## src/rtl/uart_pkg.sv

```systemverilog
// Shared UART definitions: receiver state encoding, parity selectors and
// frame defaults common to the TX and RX sides.
package uart_pkg;

  localparam int UART_DATA_WIDTH = 8;
  localparam int UART_PRESCALE   = 8;

  localparam logic PAR_EVEN = 1'b0;
  localparam logic PAR_ODD  = 1'b1;

  typedef enum logic [2:0] {
    IDLE,
    START,
    DATA,
    PARITY,
    STOP
  } rx_state_e;

  function automatic logic maj3(input logic a, input logic b, input logic c);
    return (a & b) | (a & c) | (b & c);
  endfunction

endpackage

```

## src/rtl/uart_rx_sampler.sv

```systemverilog
// Per-bit timing for the receiver: oversampling counter, 3-point majority
// vote around mid-bit and the end-of-bit decision pulse.
module uart_rx_sampler
  import uart_pkg::*;
#(
  parameter int PRESCALE = UART_PRESCALE
) (
  input  logic clk,
  input  logic rst,
  input  logic en_i,
  input  logic rxs_i,
  output logic bit_end_o,
  output logic sample_o
);

  localparam int CW  = $clog2(PRESCALE);
  localparam int MID = PRESCALE / 2;
  // With PRESCALE=4 the last vote point coincides with the decision cycle.
  localparam bit LATE_LIVE = (MID + 1 == PRESCALE - 1);

  logic [CW-1:0] edge_cnt_q, edge_cnt_d;
  logic [2:0]    vote_q;
  logic          late;

  assign bit_end_o = en_i && (edge_cnt_q == CW'(PRESCALE - 1));

  always_comb begin
    edge_cnt_d = '0;
    if (en_i && !bit_end_o) edge_cnt_d = edge_cnt_q + 1'b1;
  end

  always_ff @(posedge clk) begin
    if (rst) begin
      edge_cnt_q <= '0;
      vote_q     <= 3'b111;
    end else begin
      edge_cnt_q <= edge_cnt_d;
      if (en_i) begin
        if (edge_cnt_q == CW'(MID - 1)) vote_q[0] <= rxs_i;
        if (edge_cnt_q == CW'(MID))     vote_q[1] <= rxs_i;
        if (edge_cnt_q == CW'(MID + 1)) vote_q[2] <= rxs_i;
      end
    end
  end

  assign late     = LATE_LIVE ? rxs_i : vote_q[2];
  assign sample_o = maj3(vote_q[0], vote_q[1], late);

endmodule

```

## src/rtl/uart_rx.sv

```systemverilog
// UART receiver: synchronizes RX_IN, frames start/data/parity/stop bits and
// emits one-cycle valid or error strobes.
module uart_rx
  import uart_pkg::*;
#(
  parameter int DATA_WIDTH = UART_DATA_WIDTH,
  parameter int PRESCALE   = UART_PRESCALE
) (
  input  logic                  clk,
  input  logic                  rst,
  input  logic                  RX_IN,
  input  logic                  PAR_EN,
  input  logic                  PAR_TYP,
  output logic [DATA_WIDTH-1:0] P_data,
  output logic                  Data_valid,
  output logic                  par_err,
  output logic                  stp_err,
  output logic                  busy
);

  localparam int BW = (DATA_WIDTH > 1) ? $clog2(DATA_WIDTH) : 1;

  logic [1:0]            sync_q, sync_d;
  logic                  rxs;
  rx_state_e             state_q;
  logic [BW-1:0]         bit_cnt_q;
  logic [DATA_WIDTH-1:0] shift_q;
  logic [DATA_WIDTH-1:0] p_data_q;
  logic                  par_en_q, par_typ_q, par_bad_q;
  logic                  dv_q, pe_q, se_q, busy_q;
  logic                  bit_end, sample;

  assign sync_d = {sync_q[0], RX_IN};
  assign rxs    = sync_q[1];

  always_ff @(posedge clk) begin
    if (rst) sync_q <= 2'b11;
    else     sync_q <= sync_d;
  end

  uart_rx_sampler #(.PRESCALE(PRESCALE)) u_sampler (
    .clk       (clk),
    .rst       (rst),
    .en_i      (state_q != IDLE),
    .rxs_i     (rxs),
    .bit_end_o (bit_end),
    .sample_o  (sample)
  );

  always_ff @(posedge clk) begin
    if (rst) begin
      state_q   <= IDLE;
      bit_cnt_q <= '0;
      shift_q   <= '0;
      p_data_q  <= '0;
      par_en_q  <= 1'b0;
      par_typ_q <= 1'b0;
      par_bad_q <= 1'b0;
      dv_q      <= 1'b0;
      pe_q      <= 1'b0;
      se_q      <= 1'b0;
      busy_q    <= 1'b0;
    end else begin
      dv_q <= 1'b0;
      pe_q <= 1'b0;
      se_q <= 1'b0;
      case (state_q)
        IDLE: begin
          if (!rxs) begin
            state_q   <= START;
            busy_q    <= 1'b1;
            par_en_q  <= PAR_EN;
            par_typ_q <= PAR_TYP;
            par_bad_q <= 1'b0;
            bit_cnt_q <= '0;
          end
        end
        START: begin
          if (bit_end) begin
            if (sample) begin
              state_q <= IDLE;
              busy_q  <= 1'b0;
            end else begin
              state_q <= DATA;
            end
          end
        end
        DATA: begin
          if (bit_end) begin
            shift_q[bit_cnt_q] <= sample;
            if (bit_cnt_q == BW'(DATA_WIDTH - 1)) state_q <= par_en_q ? PARITY : STOP;
            else bit_cnt_q <= bit_cnt_q + 1'b1;
          end
        end
        PARITY: begin
          // Even parity expects XOR(data)==bit, odd the inverse.
          if (bit_end) begin
            par_bad_q <= (^shift_q) ^ sample ^ par_typ_q;
            state_q   <= STOP;
          end
        end
        STOP: begin
          if (bit_end) begin
            state_q <= IDLE;
            busy_q  <= 1'b0;
            se_q    <= !sample;
            pe_q    <= par_bad_q;
            if (sample && !par_bad_q) begin
              dv_q     <= 1'b1;
              p_data_q <= shift_q;
            end
          end
        end
        default: begin
          state_q <= IDLE;
          busy_q  <= 1'b0;
        end
      endcase
    end
  end

  assign P_data     = p_data_q;
  assign Data_valid = dv_q;
  assign par_err    = pe_q;
  assign stp_err    = se_q;
  assign busy       = busy_q;

endmodule

```

## config.mk

```make
export PLATFORM = sky130hd
export DESIGN_NAME = uart_rx
export DESIGN_NICKNAME = d
export VERILOG_FILES = /design/src/rtl/uart_pkg.sv /design/src/rtl/uart_rx_sampler.sv /design/src/rtl/uart_rx.sv
export SDC_FILE = /design/constraint.sdc
export NUM_CORES = 1
export LEC_CHECK = 0
export ABC_CLOCK_PERIOD_IN_PS = 2610
export CAP_MARGIN = 15
export CORE_UTILIZATION = 60
export CTS_CLUSTER_DIAMETER = 30
export DETAILED_ROUTE_END_ITERATION = 6
export GPL_TIMING_DRIVEN = 1
export PLACE_DENSITY = 0.86
export SYNTH_ARGS = -nofsm -noshare
export SYNTH_HDL_FRONTEND = slang
export SYNTH_SLANG_ARGS = --single-unit
```

## constraint.sdc

```tcl
create_clock -name clk -period 2.61 [get_ports clk]
set_input_delay 0.3915 -clock clk [delete_from_list [all_inputs] [get_ports clk]]
set_output_delay 0.3915 -clock clk [all_outputs]
set_load 0.01 [all_outputs]
```

### Word level (Yosys, flattened, before mapping)

Index checks and enable logic that the tools add are counted.

| storage, ports and cells | value |
|---|---|
| register bits | 37 |
| word-level logic and storage cells | 99 |

| operators by class | value |
|---|---|
| add/subtract/negate cells | 2 |
| magnitude comparators | 2 |
| equal/unequal tests | 17 |
| multiplexer cells | 25 |
| bitwise gates (word level) | 12 |
| reduce and logical (&&, ||, !) cells | 25 |

Operator list:

| cell | number |
|---|---|
| 3-bit two-way mux | 10 |
| 3-bit equality test (second input constant) | 5 |
| 3-bit case mux with 5 select lines | 1 |
| 2-bit AND reduction | 5 |
| 3-bit by 2-bit equality test with 1-bit output (second input constant) | 3 |
| 8-bit bitwise mux | 1 |
| 1-bit two-way mux | 8 |
| 2-bit by 1-bit inequality test with 1-bit output (second input constant) | 4 |
| 2-bit inequality test (second input constant) | 4 |
| 8-bit XOR reduction | 1 |
| 3-bit by 1-bit adder with 3-bit output (second input constant) | 2 |
| 3-bit case mux with 2 select lines | 1 |
| 3-bit AND reduction | 2 |
| 6-bit AND reduction | 1 |
| 1-bit inverter | 5 |
| 5-bit AND reduction | 1 |
| 1-bit logical AND | 4 |
| 3-bit by 4-bit less-than comparator with 1-bit output (second input constant) | 1 |
| 1-bit case mux with 4 select lines | 1 |
| 4-bit AND reduction | 1 |
| 2-bit nonzero test | 2 |
| 2-bit OR reduction | 2 |
| 1-bit AND | 3 |
| 1-bit demux with 3-bit select | 1 |
| other kinds (10) | 14 |

### Longest topological paths before layout

Gate-level depths: netlist (run 1).

| logic depth | value |
|---|---|
| depth in word-level cells | 7 |
| gate-level depth with buffers | 7 |
| mapped depth without buffers | 6 |

### Cells and area by module

From an unflattened synthesis (run 1), not the netlist that was laid out.

| unflattened totals | value |
|---|---|
| cell total of the unflattened synthesis | 177 |
| area, all modules | 1685.4 µm² |

By module, submodules not included:

| module | times used | cells each | area an instance (µm²) | seq. area each (µm²) |
|---|---|---|---|---|
| uart_rx | 1 | 147 | 1391.3 | 620.6 |
| uart_rx_sampler | 1 | 30 | 294.0 | 120.1 |

### Worst setup path before layout (run 1)

Ideal clock, no wire load.

| timing path | value |
|---|---|
| path kind | reg2reg |
| start | register bit_cnt_q[0] |
| end | register state_q[0] |
| library setup time | 0.086 ns |
| arrival | 1.578 ns |
| required time | 2.524 ns |
| setup slack | 0.945 ns |
| cell stages (with the launch flop) | 7 |
| path buffers | 0 |
| cells stage by stage | dfxtp_1 ha_1 ha_1 and2_1 o32a_1 o21a_1 a221oi_2 |

| on the way | value |
|---|---|
| word-level cells in the longest chain between the ends | 3 |

Ends and longest elaborated chain:

| item | RTL line | source |
|---|---|---|
| start: declaration | uart_rx.sv:26 | `logic [BW-1:0] bit_cnt_q;` |
| start signal: assignment | uart_rx.sv:92 | `else bit_cnt_q <= bit_cnt_q + 1'b1;` |
| 3-bit equality test | uart_rx.sv:91 | `if (bit_cnt_q == BW'(DATA_WIDTH - 1)) state_q <= par_en_q ? PARITY : STOP;` |
| 2-bit inequality test (no source line) | n/a |  |
| 6-bit AND reduction (no source line) | n/a |  |
| end signal: assignment | uart_rx.sv:91 |  |
| end: declaration | uart_rx.sv:25 | `rx_state_e state_q;` |

No other way between the ends.
A chain may end at the register's enable or synchronous reset.

### Worst setup path in the final report (run 1)

| timing path | value |
|---|---|
| start | register u_sampler.edge_cnt_q[0] |
| end | register p_data_q[4] (netlist: P_data[4]) |

| on the way | value |
|---|---|
| word-level cells in the longest chain between the ends | 3 |

Ends and longest elaborated chain:

| item | RTL line | source |
|---|---|---|
| start: declaration | uart_rx_sampler.sv:21 | `logic [CW-1:0] edge_cnt_q, edge_cnt_d;` |
| start signal: assignment | uart_rx_sampler.sv:37 | `edge_cnt_q <= edge_cnt_d;` |
| 3-bit equality test | uart_rx_sampler.sv:25 | `assign bit_end_o = en_i && (edge_cnt_q == CW'(PRESCALE - 1));` |
| 1-bit logical AND | uart_rx_sampler.sv:25 |  |
| 3-bit AND reduction (no source line) | n/a |  |
| end signal: assignment | uart_rx.sv:110 | `p_data_q <= shift_q;` |
| end: declaration | uart_rx.sv:28 | `logic [DATA_WIDTH-1:0] p_data_q;` |

No other way between the ends.

==> results.yml, run 1 <==
power_and_ir_drop:
  p_total_mw: 1.05
  switchingPower_uw: 230
  swShare: 0.218
  p_clk_frac: 0.398
  power_density_nw_per_um2: 521
  p_leak_nw: 0.852
  p_seq_frac: 0.553
  pwr-share-comb: 0.049
  p_int_uw: 822
  peakVddDrop_v: 0.000640
sta:
  setup_viol: 0
  finalCriticalPeriod_ps: 2160
  fin_setup_tns_ps: 0
  finalHoldViolCount: 0
  tightest_slew_ps: 573
  drv_slew: 0
  finalClockSkew_ps: 16.2
  max_freq_mhz: 463
  rsz0062_at_grt: "false"
  fin_crit_sh: 0.828
  slew_headroom: 0.617
worst_setup_path:
  critPathMostFrequentCell: "ha_1"
  endpoint_kind: "flop"
  cpLargestDelayFamily: "simple AND/OR/NAND/NOR gates"
  crit_required_ps: 2860
  critPathKind: "reg2reg"
  cp_max_fo: 15
  crit_buf_inv: 0
  crit_path_start_kind: "flop"
  max_stage_delay_ps: 430
  path_cells: "ha_1, ha_1, and3b_1, nand3_1, mux2i_1, nor2_1"
  crit_slowest_cell: "ha_1"
  worstPathArrival_ps: 2410
cts:
  cts.sinks: 37
  clkSlewWorstSetupHoldPaths_ps: 120
  cts_tree: "built"
  cts_resized: 0
  ctsHoldBuffers: 0
  root_buffer: "clkbuf_4"
  cts_buffers: 5
  post-cts-setup-buffers: 0
  clk_latency_ps: 360
  cts_buffer_depth: 2
  cts.htree.levels: 2
detailed_routing:
  drc: 0
  dr.pass1.iters: 4
  ant_nets: 0
  wl_mm: 3.18
  via_per_inst: 5.78
  first_iter_violations: 55
  dr_total_vias: 1347
  wl_per_cell_um: 13.7
synth:
  synth_compound_area_frac: 0.0899
  seq_area_frac_synth: 0.419
  synth-xor-area-share: 0.0475
  yosysUniqueCellTypes: 44
  synth_flop_cell: "dfxtp_1"
  ys_warn_count: 0
  ys_seq_elements: 37
  netlist_area_um2: 1770
  syn_nets: 199
  synth_edf_count: 0
  synth_area_per_cell_um2: 9.45
  synth_top_family_by_area: "simple AND/OR/NAND/NOR gates"
  yosys.area_share.simple: 0.238
  synthMuxAreaShare: 0.113
  synthAdderAreaFrac: 0.0559
  syn-instance-count: 187
  async_flop_share: 0
cells_and_area:
  final_common_cell: "dfxtp_1"
  seqCellArea_um2: 741
  n_fill_cell: 218
  fin_nets: 213
  final_cell_mix: "37 x dfxtp_1, 32 x nor2_1, 20 x mux2i_1, 16 x clkdlybuf4s50_1, 8 x nand2_1"
  antennaDiodeCount: 0
  area_growth_pct: 14.2
  final_layout_size_suffix_gt1_frac: 0.0842
  multi_input_area_um2: 962
floorplan:
  fp.dieH_um: 56.3
  initial_core_util: 0.635
  die_area_um2: 3170
  fp.dieW_um: 56.3
  row_count: 19
  ios: 17
  coreArea_um2: 2780
grt:
  antenna_found_initial: 0
  grtUsageTotal: 0.226
  grt_pass1_wl_mm: 5.38
  grt_overflow_total: 0
  grt_start_max_net_pins: 23
  grt_pass1_vias: 1215
placement:
  place.detailed.hpwl_mm: 2.28
  gp_congestion: 0.828
  port_buffers: 16
worst_hold_path:
  min_path_type: "reg2reg"
status:
  status: "finished clean"
flow_run:
  drv_cap: 0
## per-layer routing
metal  track usage  up-vias  share of wire
li1              -      682              -
met1         0.290      622           0.48
met2         0.345       38           0.46
met3        0.0922        5          0.053
met4        0.0767        0          0.015
met5             0        -              0
## metrics by stage
step	instances	setup slack, ps	area [um^2]	hold slack [ps]	utilization
final	233	449	2020	457	0.725
after detailed placement	225	483	1930	428	0.693
after CTS	233	445	2020	460	0.725
after global placement	225	617	1930	396	0.693
after global routing	233	289	2020	477	0.725
after floorplan	187	945	1770	389	-
## worst register-to-register path: cells and delay by family (launching register included)
kind,cells,cell delay (ps)
multiplexers,1,310
adder cells (fa/ha/maj),2,630
AND/OR/NAND/NOR,3,690
flip-flops,1,410
## final timing paths
path                                 from   endpoint  slack (ps)  depth (start not counted)
setup / recovery  u_sampler.edge_cnt_q[0]  P_data[4]         450                          6
setup reg to reg  u_sampler.edge_cnt_q[0]  P_data[4]         450                          6
hold reg to reg                 sync_q[0]  sync_q[1]         460                          1
hold / removal                  sync_q[0]  sync_q[1]         460                          1
## flip-flops by register name, indices dropped and copies added (netlist names)
register	cells
bit_cnt_q	3
state_q	3
Data_valid	1
P_data	8
u_sampler.vote_q	3
shift_q	8
par_err	1
par_typ_q	1
u_sampler.edge_cnt_q	3
par_en_q	1
par_bad_q	1
sync_q	2
busy	1
stp_err	1
## synth_stat cells (2+ instances only)
library cell	n	share of area
o21a_1	3	0.013
xnor2_1	4	0.020
nand3b_1	3	0.013
nand2b_1	4	0.014
buf_2	3	0.0085
or3_1	2	0.0071
nor3_1	2	0.0057
mux2i_1	20	0.11
ha_1	7	0.050
o21ai_0	4	0.011
inv_1	5	0.011
xor2_1	3	0.015
nand2_1	8	0.017
nand4b_1	2	0.0099
a21oi_1	5	0.014
clkbuf_1	6	0.013
and3b_1	2	0.0099
nor4b_2	2	0.017
nand4_1	4	0.014
dfxtp_1	37	0.42
a31oi_1	2	0.0071
nor2_1	32	0.068
or2_2	2	0.0071
nand3_1	5	0.014
## cell type report
cell class / count / share of cell area
clock buffer: 6 / 0.0254
clock inverter: 2 / 0.0186
inverter: 5 / 0.00931
multi-input combinational: 135 / 0.477
sequential: 37 / 0.367
tap: 31 / 0.0192
timing repair buffer: 17 / 0.0831
## logic make-up after synthesis
kind of cell / after synthesis
AO/OA/AOI/OAI: 22
XOR/XNOR: 8
adder cells (fa/ha/maj): 8
buffers and inverters: 15
flip-flops: 37
multiplexers: 20
AND/OR/NAND/NOR: 77
## power by group through the flow
stage | combinational (mW) | clock [mW] | sequential, mW
after CTS | 0.0515 | 0.427 | 0.581
after global routing | 0.0567 | 0.452 | 0.583
after floorplan | 0.0409 | 0 | 0.589
after detailed placement | 0.0516 | 0 | 0.594
after global placement | 0.0500 | 0 | 0.593
final | 0.0519 | 0.418 | 0.581
No activity file was read; power rests on OpenSTA's default activity.
==> run 2: changes to the inputs <==
--- a/config.mk
+++ b/config.mk
@@ -5,13 +5,13 @@
 export SDC_FILE = /design/constraint.sdc
 export NUM_CORES = 1
 export LEC_CHECK = 0
-export ABC_CLOCK_PERIOD_IN_PS = 2610
+export ABC_CLOCK_PERIOD_IN_PS = 1900
 export CAP_MARGIN = 15
-export CORE_UTILIZATION = 60
+export CORE_UTILIZATION = 50
 export CTS_CLUSTER_DIAMETER = 30
 export DETAILED_ROUTE_END_ITERATION = 6
 export GPL_TIMING_DRIVEN = 1
-export PLACE_DENSITY = 0.86
+export PLACE_DENSITY = 0.77
 export SYNTH_ARGS = -nofsm -noshare
 export SYNTH_HDL_FRONTEND = slang
 export SYNTH_SLANG_ARGS = --single-unit
==> constraint.sdc (replaced) <==
create_clock -name clk -period 1.9 [get_ports clk]
set_input_delay 0.285 -clock clk [delete_from_list [all_inputs] [get_ports clk]]
set_output_delay 0.285 -clock clk [all_outputs]
set_load 0.01 [all_outputs]
==> run 2 against run 1 <==
Effect of this change: sequential share of layout area shrank 0.98 points; final area up 2.7%; die area increased by 19%; utilization shrank 11 points; largest cell class unchanged; highest routed layer unchanged.
==> results.yml, run 2 (synthesis results as in run 1) <==
detailed_routing:
  wl_per_cell_um: 13.7
  drc: 0
  dr.pass1.iters: 5
  ant_nets: 0
  wl_mm: 3.49
  via_per_inst: 5.43
  first_iter_violations: 55
  dr_total_vias: 1385
cells_and_area:
  final_common_cell: "dfxtp_1"
  area_growth_pct: 17.3
  postLayoutCoreUtil: 0.616
  final_area_um2: 2070
  fin_nets: 220
  final_cells: 255
  final_cell_mix: "37 x dfxtp_1, 32 x nor2_1, 20 x mux2i_1, 16 x clkdlybuf4s50_1"
  final_layout_size_suffix_gt1_frac: 0.120
  antennaDiodeCount: 0
floorplan:
  row_count: 21
  ios: 17
  fp.dieW_um: 61.4
  die_area_um2: 3770
  coreArea_um2: 3360
  fp.dieH_um: 61.4
  initial_core_util: 0.525
cts:
  post-cts-setup-buffers: 0
  cts.htree.levels: 2
  root_buffer: "clkbuf_4"
  cts_buffers: 5
  clk_latency_ps: 340
  clkSlewWorstSetupHoldPaths_ps: 110
  ctsHoldBuffers: 0
  cts_resized: 0
  cts_tree: "built"
  cts.sinks: 37
  cts_buffer_depth: 2
flow_run:
  drv_cap: 0
power_and_ir_drop:
  p_total_mw: 1.27
  p_clk_frac: 0.308
  p_seq_frac: 0.629
  p_leak_nw: 0.876
  pwr-share-comb: 0.063
  p_int_uw: 961
  peakVddDrop_v: 0.000399
  swShare: 0.242
  power_density_nw_per_um2: 612
  switchingPower_uw: 306
placement:
  dp_slack_ps: 106
  gp_congestion: 0.906
  place.detailed.hpwl_mm: 2.51
  port_buffers: 16
  dp_cells: 247
  placed_cell_area_um2: 2000
grt:
  grt_overflow_total: 0
  grt_start_max_net_pins: 23
  grt_pass1_vias: 1309
  antenna_found_initial: 0
  grt_pass1_wl_mm: 5.61
  grtUsageTotal: 0.210
worst_setup_path:
  crit_required_ps: 2160
  crit_slowest_cell: "dfxtp_1"
  crit_path_start_kind: "flop"
  critPathKind: "reg2reg"
  worstPathArrival_ps: 2070
  path_cells: "ha_1, ha_1, and2_1, o32a_1, o21a_1, a221oi_2"
  cp_max_fo: 8
  critPathMostFrequentCell: "ha_1"
  max_stage_delay_ps: 400
  endpoint_kind: "flop"
sta:
  max_freq_mhz: 554
  rsz0062_at_grt: "false"
  fin_setup_tns_ps: 0
  setup_viol: 0
  drv_slew: 0
  tightest_slew_ps: 476
  finalCriticalPeriod_ps: 1810
  setup_slack_ps: 94.5
  finalHoldViolCount: 0
  slew_headroom: 0.682
  fin_crit_sh: 0.950
  fin_hold_ws_ps: 423
  finalClockSkew_ps: 11.2
status:
  status: "finished clean"
worst_hold_path:
  min_path_type: "reg2reg"
==> run 2: final timing paths <==
kind / from / endpoint / slack [ps] / cells past startpoint
worst min-delay path: sync_q[0] / sync_q[1] / 420 / 1
worst min register to register: sync_q[0] / sync_q[1] / 420 / 1
worst max register to register: bit_cnt_q[1] / state_q[0] / 90 / 6
worst max-delay path: bit_cnt_q[1] / state_q[0] / 90 / 6
==> run 2: per-layer routing <==
layer | part of all wire | GRT usage | vias up | wire length (um)
li1 | - | - | 690 | -
met2 | 0.47 | 0.339 | 40 | 1650
met4 | 0.017 | 0.108 | 0 | 61
met5 | 0 | 0 | - | 0
met1 | 0.46 | 0.255 | 649 | 1610
met3 | 0.047 | 0.0630 | 6 | 164
==> run 2: layout make-up <==
type | instances | area, um^2
fillers | 314 | 1290
multi-input cells | 135 | 983
flip-flops and latches | 37 | 741
repair buffers | 24 | 220
well taps | 46 | 57.6
clock buffers | 6 | 41.3
inverters | 5 | 18.8
clock inverters | 2 | 10.0
==> run 2: worst max-delay path: cells and delay by family (launching register included) <==
kind	cells	cell delay (ps)
compound gates	3	730
fa+ha+maj	2	440
flops	1	400
simple gates	1	170
==> run 2: power groups by stage <==
stage | clock, mW | sequential [mW] | combinational, mW
after global placement | 0 | 0.813 | 0.0754
final | 0.390 | 0.797 | 0.0805
after detailed placement | 0 | 0.814 | 0.0786
after global routing | 0.440 | 0.799 | 0.0883
after floorplan | 0 | 0.809 | 0.0562
after CTS | 0.408 | 0.796 | 0.0792
